--- config.mk ---
export PLATFORM = sky130hd
export DESIGN_NAME = uart_multi_dac_loader
export DESIGN_NICKNAME = d
export VERILOG_FILES = /design/src/rtl/uart_multi_dac_loader_pkg.sv /design/src/rtl/uart_multi_dac_loader_if.sv /design/src/rtl/uart_multi_dac_loader_rx_core.sv /design/src/rtl/uart_multi_dac_loader.sv
export SDC_FILE = /design/constraint.sdc
export NUM_CORES = 1
export LEC_CHECK = 0
export CORE_UTILIZATION = 38
export CTS_CLUSTER_DIAMETER = 80
export DETAILED_ROUTE_END_ITERATION = 8
export PLACE_DENSITY = 0.59
export SYNTH_ARGS = -nofsm -noshare
export SYNTH_HDL_FRONTEND = slang
export SYNTH_HIERARCHICAL = 1
export SYNTH_SLANG_ARGS = --single-unit
--- constraint.sdc ---
create_clock -name i_Clock -period 5.1 [get_ports i_Clock]
set_input_delay 0.765 -clock i_Clock [delete_from_list [all_inputs] [get_ports i_Clock]]
set_output_delay 0.765 -clock i_Clock [all_outputs]
set_load 0.05 [all_outputs]
--- src/rtl/uart_multi_dac_loader_pkg.sv ---
// Shared types and constants for the UART-to-DAC loader: receiver FSM states,
// the default realignment marker and the sample byte-count helper.
package uart_dac_pkg;

   typedef enum logic [2:0] {
      ST_IDLE,
      ST_START,
      ST_DATA,
      ST_STOP,
      ST_HOLD
   } rx_state_e;

   localparam logic [7:0] SYNC_BYTE_DEFAULT = 8'hA5;

   function automatic int unsigned bytes_per_sample(input int unsigned data_width);
      return data_width / 8;
   endfunction

endpackage

--- src/rtl/uart_multi_dac_loader_if.sv ---
// Byte-level link between the UART receiver core (master) and the frame
// assembler (slave); abort flows back to the receiver.
interface uart_multi_dac_loader_if;

   logic [7:0] rx_byte;
   logic       byte_valid;
   logic       frame_err;
   logic       abort;

   modport master (
      output rx_byte,
      output byte_valid,
      output frame_err,
      input  abort
   );

   modport slave (
      input  rx_byte,
      input  byte_valid,
      input  frame_err,
      output abort
   );

endinterface

--- src/rtl/uart_multi_dac_loader_rx_core.sv ---
// 8N1 UART receiver: RX synchroniser, START/DATA/STOP/HOLD bit FSM, and
// single-cycle byte_valid / frame_err strobes aligned to the stop-bit sample.
module uart_rx_core
   import uart_dac_pkg::*;
#(
   parameter int unsigned CLKS_PER_BIT = 10,
   parameter int unsigned HOLD_DELAY   = 1
) (
   input  logic                           clk_i,
   input  logic                           rst_ni,
   input  logic                           rx_serial_i,
   uart_multi_dac_loader_if.master        rx_if
);

   localparam int unsigned CW       = $clog2(CLKS_PER_BIT);
   localparam int unsigned HOLD_CYC = (HOLD_DELAY == 0) ? 1 : HOLD_DELAY;
   localparam int unsigned HW       = $clog2(HOLD_CYC + 1);

   localparam logic [CW-1:0] CNT_HALF  = CW'((CLKS_PER_BIT - 1) / 2);
   localparam logic [CW-1:0] CNT_LAST  = CW'(CLKS_PER_BIT - 1);
   localparam logic [HW-1:0] HOLD_LAST = HW'(HOLD_CYC - 1);

   rx_state_e      state_q, state_d;
   logic [CW-1:0]  cnt_q, cnt_d;
   logic [2:0]     bit_q, bit_d;
   logic [7:0]     shift_q, shift_d;
   logic [HW-1:0]  hold_q, hold_d;
   logic           rx_meta_q, rx_sync_q;
   logic           valid_c, err_c;

   always_ff @(posedge clk_i or negedge rst_ni) begin
      if (!rst_ni) begin
         rx_meta_q <= 1'b1;
         rx_sync_q <= 1'b1;
         state_q   <= ST_IDLE;
         cnt_q     <= '0;
         bit_q     <= '0;
         shift_q   <= '0;
         hold_q    <= '0;
      end else begin
         rx_meta_q <= rx_serial_i;
         rx_sync_q <= rx_meta_q;
         state_q   <= state_d;
         cnt_q     <= cnt_d;
         bit_q     <= bit_d;
         shift_q   <= shift_d;
         hold_q    <= hold_d;
      end
   end

   always_comb begin
      state_d = state_q;
      cnt_d   = cnt_q;
      bit_d   = bit_q;
      shift_d = shift_q;
      hold_d  = hold_q;
      valid_c = 1'b0;
      err_c   = 1'b0;

      unique case (state_q)
         ST_IDLE: begin
            cnt_d  = '0;
            bit_d  = '0;
            hold_d = '0;
            if (!rx_sync_q) state_d = ST_START;
         end
         ST_START: begin
            if (cnt_q == CNT_HALF) begin
               cnt_d   = '0;
               state_d = rx_sync_q ? ST_IDLE : ST_DATA;
            end else begin
               cnt_d = cnt_q + 1'b1;
            end
         end
         ST_DATA: begin
            if (cnt_q == CNT_LAST) begin
               cnt_d   = '0;
               shift_d = {rx_sync_q, shift_q[7:1]};
               if (bit_q == 3'd7) state_d = ST_STOP;
               else               bit_d   = bit_q + 1'b1;
            end else begin
               cnt_d = cnt_q + 1'b1;
            end
         end
         ST_STOP: begin
            if (cnt_q == CNT_LAST) begin
               cnt_d   = '0;
               hold_d  = '0;
               state_d = ST_HOLD;
               valid_c = rx_sync_q;
               err_c   = ~rx_sync_q;
            end else begin
               cnt_d = cnt_q + 1'b1;
            end
         end
         ST_HOLD: begin
            if (hold_q == HOLD_LAST) state_d = ST_IDLE;
            else                     hold_d  = hold_q + 1'b1;
         end
         default: state_d = ST_IDLE;
      endcase

      // Abort wins over everything, including a stop sample in the same cycle.
      if (rx_if.abort) begin
         state_d = ST_IDLE;
         valid_c = 1'b0;
         err_c   = 1'b0;
      end
   end

   assign rx_if.rx_byte    = shift_q;
   assign rx_if.byte_valid = valid_c;
   assign rx_if.frame_err  = err_c;

endmodule

--- src/rtl/uart_multi_dac_loader.sv ---
// UART-to-DAC loader: enable latch, sample assembly into shadow registers and
// atomic commit of all channels to the DAC buses.
module uart_multi_dac_loader
   import uart_dac_pkg::*;
#(
   parameter int unsigned CLKS_PER_BIT = 10,
   parameter int unsigned DATA_WIDTH   = 8,
   parameter int unsigned NUM_CH       = 2,
   parameter int unsigned HOLD_DELAY   = 1,
   parameter bit          SYNC_EN      = 1'b1,
   parameter logic [7:0]  SYNC_BYTE    = SYNC_BYTE_DEFAULT
) (
   input  logic                         i_Clock,
   input  logic                         i_Reset_n,
   input  logic                         i_Rx_Serial,
   input  logic                         i_Enable,
   output logic [NUM_CH*DATA_WIDTH-1:0] o_Data,
   output logic [NUM_CH-1:0]            o_Ch_Toggle,
   output logic                         o_Update,
   output logic                         o_Frame_Error,
   output logic                         o_Rx_Enabled
);

   localparam int unsigned BPS = bytes_per_sample(DATA_WIDTH);
   localparam int unsigned BIW = (BPS > 1) ? $clog2(BPS) : 1;
   localparam int unsigned CIW = (NUM_CH > 1) ? $clog2(NUM_CH) : 1;
   localparam int unsigned TW  = NUM_CH * DATA_WIDTH;
   localparam int unsigned OW  = $clog2(TW);

   localparam logic [BIW-1:0] BYTE_LAST = BIW'(BPS - 1);
   localparam logic [CIW-1:0] CH_LAST   = CIW'(NUM_CH - 1);

   logic           en_meta_q, en_sync_q, en_prev_q;
   logic           en_latch_q, en_latch_d;
   logic [CIW-1:0] ch_idx_q, ch_idx_d;
   logic [BIW-1:0] byte_idx_q, byte_idx_d;
   logic [TW-1:0]  shadow_q, shadow_d;
   logic [TW-1:0]  data_q, data_d;
   logic [NUM_CH-1:0] toggle_q, toggle_d;
   logic           update_q, update_d;
   logic           frame_err_q, frame_err_d;
   logic [OW-1:0]  wr_off;

   uart_multi_dac_loader_if rx_if ();

   uart_rx_core #(
      .CLKS_PER_BIT (CLKS_PER_BIT),
      .HOLD_DELAY   (HOLD_DELAY)
   ) u_rx_core (
      .clk_i       (i_Clock),
      .rst_ni      (i_Reset_n),
      .rx_serial_i (i_Rx_Serial),
      .rx_if       (rx_if.master)
   );

   assign rx_if.abort = ~en_latch_q;

   always_ff @(posedge i_Clock or negedge i_Reset_n) begin
      if (!i_Reset_n) begin
         en_meta_q   <= 1'b0;
         en_sync_q   <= 1'b0;
         en_prev_q   <= 1'b0;
         en_latch_q  <= 1'b0;
         ch_idx_q    <= '0;
         byte_idx_q  <= '0;
         shadow_q    <= '0;
         data_q      <= '0;
         toggle_q    <= '0;
         update_q    <= 1'b0;
         frame_err_q <= 1'b0;
      end else begin
         en_meta_q   <= i_Enable;
         en_sync_q   <= en_meta_q;
         en_prev_q   <= en_sync_q;
         en_latch_q  <= en_latch_d;
         ch_idx_q    <= ch_idx_d;
         byte_idx_q  <= byte_idx_d;
         shadow_q    <= shadow_d;
         data_q      <= data_d;
         toggle_q    <= toggle_d;
         update_q    <= update_d;
         frame_err_q <= frame_err_d;
      end
   end

   always_comb begin
      en_latch_d  = en_latch_q ^ (en_sync_q & ~en_prev_q);
      ch_idx_d    = ch_idx_q;
      byte_idx_d  = byte_idx_q;
      shadow_d    = shadow_q;
      data_d      = data_q;
      toggle_d    = toggle_q;
      update_d    = 1'b0;
      frame_err_d = 1'b0;
      wr_off      = OW'(ch_idx_q) * OW'(DATA_WIDTH) + OW'({byte_idx_q, 3'b000});

      if (!en_latch_q) begin
         ch_idx_d   = '0;
         byte_idx_d = '0;
      end else if (rx_if.frame_err) begin
         frame_err_d = 1'b1;
         ch_idx_d    = '0;
         byte_idx_d  = '0;
      end else if (rx_if.byte_valid) begin
         if (SYNC_EN && (rx_if.rx_byte == SYNC_BYTE)) begin
            ch_idx_d   = '0;
            byte_idx_d = '0;
         end else begin
            shadow_d[wr_off +: 8] = rx_if.rx_byte;
            if (byte_idx_q == BYTE_LAST) begin
               byte_idx_d = '0;
               // Commit copies shadow_d so the final byte lands in the same cycle.
               if (ch_idx_q == CH_LAST) begin
                  ch_idx_d = '0;
                  data_d   = shadow_d;
                  toggle_d = ~toggle_q;
                  update_d = 1'b1;
               end else begin
                  ch_idx_d = ch_idx_q + 1'b1;
               end
            end else begin
               byte_idx_d = byte_idx_q + 1'b1;
            end
         end
      end
   end

   assign o_Data        = data_q;
   assign o_Ch_Toggle   = toggle_q;
   assign o_Update      = update_q;
   assign o_Frame_Error = frame_err_q;
   assign o_Rx_Enabled  = en_latch_q;

endmodule

======== Word-level counts from Yosys, hierarchy flattened ========
Index checks and enable logic that the tools add are counted.
W data, S select, Z words.
word-level totals
  register bits ........................... 63
  input bits .............................. 4
  output and inout port bits .............. 21
  logic and storage cells ................. 110
cells by class
  add/sub/neg operators ................... 7
  equality and inequality tests ........... 19
  shift-type cells ........................ 2
  muxes and demuxes ....................... 44
  bitwise gates (word level) .............. 8
  reductions and logical operators ........ 12
operator list
  operator                  count
  $mux W1                   27
  $mux W3                   9
  $bwmux W16                1
  $shift A8 B6 Y16 const A  1
  $shiftx A8 B6 Y16         1
  $pmux W3 S5               1
  $ne A3 B2 Y1 const B      4
  $pmux W4 S3               1
  $reduce_and A6 Y1         2
  $eq A8 B8 Y1 const B      1
  $mux W4                   2
  $eq A3 B2 Y1 const B      2
  $eq A3 B3 Y1 const B      2
  $ne A3 B3 Y1 const B      2
  $neg A4 Y6                1
  $pmux W3 S2               1
  $reduce_and A2 Y1         3
  $reduce_bool A3 Y1        2
  $not A1 Y1                5
  $add A4 B1 Y4 const B     1
  $add A4 B4 Y4             1
  $eq A4 B3 Y1 const B      1
  $eq A4 B4 Y1 const B      1
  $ne A2 B1 Y1 const B      2
  other kinds (16)          18

======== Longest topological paths before layout ========
  word-level depth ........................ 7
  depth in mapped cells ................... 10
  gate-level depth less buffers ........... 8

======== Cells and area by module ========
The synthesis kept the hierarchy.
by module, submodules not included
  module                 instances  cells each  area each (um2)  seq. area each (um2)
  uart_multi_dac_loader  1          75          1,312.5          825.8
  uart_rx_core           1          84          1,044.8          503.0

======== Least setup slack after synthesis ========
OpenSTA, ideal clock, no wires.
  path kind ............................... reg-to-reg
  start ................................... register en_latch_q (netlist: o_Rx_Enabled)
  end ..................................... register data_q[10] (netlist: o_Data[10])
  library setup time ...................... 125 ps
  data arrival time ....................... 2,094 ps
  required time ........................... 4,975 ps
  slack ................................... 2,880 ps
  cell stages (with the launch flop) ...... 9
  buffers on the path ..................... 2
  period minus slack after synthesis ...... 2,220 ps
  path through ............................ dfrtp_1 > inv_1 > nor4_4 > nor2b_1 > nor2b_1 > o2111a_1 > buf_6 > buf_12 > mux2_4
between the ends
  cells in the longest elaborated chain, start to end .. 3
  elaborated cells between the ends (all ways) .. 4
  classes of those cells .................. 2 x mux; 1 x bitwise; 1 x reduce/logical
ends and longest elaborated chain
  element                      line                                  text
  from (decl)                  uart_multi_dac_loader.sv:34           logic en_latch_q, en_latch_d;
  from (signal assigned)       uart_multi_dac_loader.sv:75           en_latch_q <= en_latch_d;
  $mux W1                      uart_multi_dac_loader_rx_core.sv:104  if (rx_if.abort) begin
  named net rx_if.frame_err    uart_multi_dac_loader_if.sv:7         logic frame_err;
  $not A1 Y1 (no line)         -
  $reduce_and A6 Y1 (no line)  -
  to (signal assigned)         uart_multi_dac_loader.sv:79           data_q <= data_d;
  to (decl)                    uart_multi_dac_loader.sv:38           logic [TW-1:0] data_q, data_d;
The timed path passes the listed nets, and every way through them passes these cells.
A chain may end at the register's enable or synchronous reset.

======== Worst setup path after layout ========
  start ................................... register u_rx_core.cnt_q[1]
  end ..................................... register data_q[2] (netlist: o_Data[2])
between the ends
  elaborated cells between the ends (all ways) .. 9
  classes of those cells .................. 1 x eq/ne; 6 x mux; 1 x bitwise; 1 x reduce/logical
RTL lines
  element                      line                                  text
  from (decl)                  uart_multi_dac_loader_rx_core.sv:24   logic [CW-1:0] cnt_q, cnt_d;
  from (signal assigned)       uart_multi_dac_loader_rx_core.sv:44   cnt_q <= cnt_d;
  $eq A4 B4 Y1                 uart_multi_dac_loader_rx_core.sv:86   if (cnt_q == CNT_LAST) begin
  $mux W1                      uart_multi_dac_loader_rx_core.sv:86
  $mux W1                      uart_multi_dac_loader_rx_core.sv:60   unique case (state_q)
  $mux W1                      uart_multi_dac_loader_rx_core.sv:104
  named net rx_if.byte_valid   uart_multi_dac_loader_if.sv:6         logic byte_valid;
  $reduce_and A6 Y1 (no line)  -
The timed path passes the listed nets, and every way through them passes these cells.

==> impl_results.md <==
* Residual DRC at 0
* Num rows at 28
* Grt ovf at 0
* Initial antenna violation count at 0
* Final WL at 3.98 mm
* I/O pin count at 25
* Placed cells at 254
* Netlist cell types at 42
* CP max FO at 19
* Metal3 WL at 146 µm
* Vias at ~1300
* Core Util, Final at 45.8%
* CTS Hold Bufs at 0
* Fin. max-slew vios at 0
* Synthesized area at 2360 µm²
* Port buffer count at 24
* GRT Overall Usage at 13.6%
* Min Clock Period, post-route at between 2 and 3 ns
* Pre-antenna DRT Iters at 4
* # resized after CTS at 0
* Post-CTS Setup Repair Bufs at 0
* Worst Hold Slack at about 0.36 ns
* Max cap viols at 0
* Mapped Nets at 169
* Final non-filler cell total at ~260
* Mean post-synth cell area at about 15 µm²
* Uppermost layer routed: met4
* Flip-flop and latch count after synthesis at 53
* CTS buffer count at 5
* Slew HR at between 20% and 30%
* CTS tree: yes
* H-tree depth at 2
* Worst min path class: flip-flop to flip-flop
* Area Growth Syn to Fin at 15.8%
* DIE AREA at about 6500 µm²
* Worst EP required at 5.30 ns
* Critical path class: flip-flop to flip-flop
* Post-Syn Instances at 159
* Detailed Place HPWL at 2.69 mm
* Root Driver: clkbuf_8
* Worst-Margin Slew at 1.10 ns
* Worst setup EP type: flip-flop
* Slowest CP cell: o2111a_1
* Power, Total at 0.876 mW
* Die Wd at 80.8 µm
* Global-route wire length before repair at 6.69 mm
* N_diodes at 0
* Largest net degree at the start of global routing at 54
* Period utilisation layout at 57.3%
* Synth top area share at 54.1%
* Core area at 5960 µm²
* Critical Path Source Type: flip-flop
* CP arrival at 3.13 ns
* Vias in the first global route at 1332
* Wl on met1 at 1.85 mm
* Crit-path max cell delay at 0.93 ns
* Most common cell after layout, fill and taps aside: dfrtp_1
* Leakage Power at 1.28 nW
* Iter 0 DRT Violations at 57
* Avg WL per Cell at 15.2 µm
* Share of layout cells above drive strength 1 at 29.4%
* Cell Pwr Density at approximately 320 nW/µm²
* Yosys warnings at 6
* Routability cong. at between 0.8 and 0.9
* Area leader, netlist: dfrtp_1
* Bufs on Longest Clock Path at 2
* Final antenna-violating net count at 0
* Starting density of the core at 39.6%
* Sink Count at 53
* Final setup fails at 0
* Crit-path cells: inv_1, ha_1, nand3b_1, nor4_4, and2_1, o2111a_1, mux2_2
* VDD IR max at 0.102 mV
* Post-Route Skew at around 0.011 ns
* Die Y-Extent at 80.8 µm
* Total Neg Setup Slack at 0 ns
* Status: finished, final reports clean
* Top post-synthesis cells by area: dfrtp_1, mux2_2, mux2_4
* Worst-Skew Late Latency at 0.31 ns
* Most frequent cells in the layout: dfrtp_1, clkdlybuf4s50_1, mux2_2
* Clock Pin Slew Worst Setup and Hold Paths at 0.10 ns
* Post-DR vias/cell at 5.13
* Met2 WL at between 1.5 and 2 mm
* Fin. Hold Viols at 0
* RSZ-0062 raised after global routing: false
* Fin nets at 196
* Sequential share of the synthesized area at 56.4%
* FILL cells at roughly 560
* FMAX at 0.342 GHz
[layout make-up]
cell class | count | area, µm² | share of cell area (%)
inverter | 5 | 18.8 | 0.688
timing repair buffer | 25 | 243 | 8.90
clock inverter | 2 | 13.8 | 0.504
tap | 75 | 93.8 | 3.44
clock buffer | 6 | 82.6 | 3.03
multi-input combinational | 96 | 948 | 34.8
sequential | 53 | 1330 | 48.7
[sequential cells by signal, indices dropped and copies added (netlist names)]
register and flops:
o_Update 1, en_sync_q 1, u_rx_core/bit_q 3, o_Data 16, en_prev_q 1, ch_idx_q 1
u_rx_core/rx_if.rx_byte 8, o_Frame_Error 1, o_Rx_Enabled 1, shadow_q 8, en_meta_q 1, u_rx_core/rx_meta_q 1
u_rx_core/rx_sync_q 1, u_rx_core/state_q 3, u_rx_core/cnt_q 4, o_Ch_Toggle 2
[where the power goes]
| group | internal [mW] | total [mW] | switching (mW) |
|---|---|---|---|
| Sequential | 0.440 | 0.474 | 0.0347 |
| Clock | 0.110 | 0.249 | 0.139 |
| Combinational | 0.0635 | 0.153 | 0.0895 |
[final timing paths]
kind | from | end | slack [ns] | cells past startpoint
worst min register to register | en_meta_q | en_sync_q | 0.36 | 0
max in group asynchronous | i_Reset_n | en_sync_q | 4.09 | 2
min in group asynchronous | i_Reset_n | u_rx_core/bit_q[2] | 0.57 | 2
worst max-delay path | u_rx_core/cnt_q[1] | o_Data[2] | 2.18 | 7
worst min-delay path | en_meta_q | en_sync_q | 0.36 | 0
worst max register to register | u_rx_core/cnt_q[1] | o_Data[2] | 2.18 | 7
[synthesized netlist by cell type, drive strengths merged]
library cell	count
a21oi	2
a221oi	1
nor2b	6
o21ai	2
inv	5
nor2	5
nand4b	3
and4bb	1
or2	2
xor2	4
mux2	33
nor4	1
o211ai	3
nand3b	2
nor3	1
buf	5
a2111oi	1
and3b	1
and2	2
dfrtp	51
o221a	1
a22o	1
xnor2	2
o32a	1
ha	6
dfstp	2
a311oi	1
a21boi	1
o32ai	1
o2111a	1
a211o	1
nand2b	3
nand2	4
or4b	1
nand4	2
[per-layer routing]
metal	vias to the layer above	GRT usage, %
li1	621	-
met1	685	18.4
met2	32	21.4
met3	6	2.81
met4	0	5.71
met5	-	0
[through the flow]
step                worst slack, ns  cell area, µm²
finish                         2.18            2730
global route                   1.97            2730
CTS                            2.16            2730
detailed placement             2.17            2630
global placement               2.30            2630
floorplan                      2.88            2360
[critical path, delay by kind of cell (launching register included)]
kind	cells	cell delay, ns
muxes	1	0.42
and+or+nand+nor	3	0.71
adders and majority gates	1	0.23
buffers and inverters	1	0.11
AOI/OAI and AO/OA	1	0.93
DFF	1	0.42
[cells by family (layout without fill, tap and decap cells)]
family	after synthesis	in the layout	synth area share, %
compound gates	17	17	6.48
xor+xnor	6	6	2.23
fa+ha+maj	6	6	3.18
buf+inv	10	38	3.40
flops	53	53	56.4
mux	33	33	17.8
simple gates	34	34	10.5
Power figures use the tool's default switching activity.
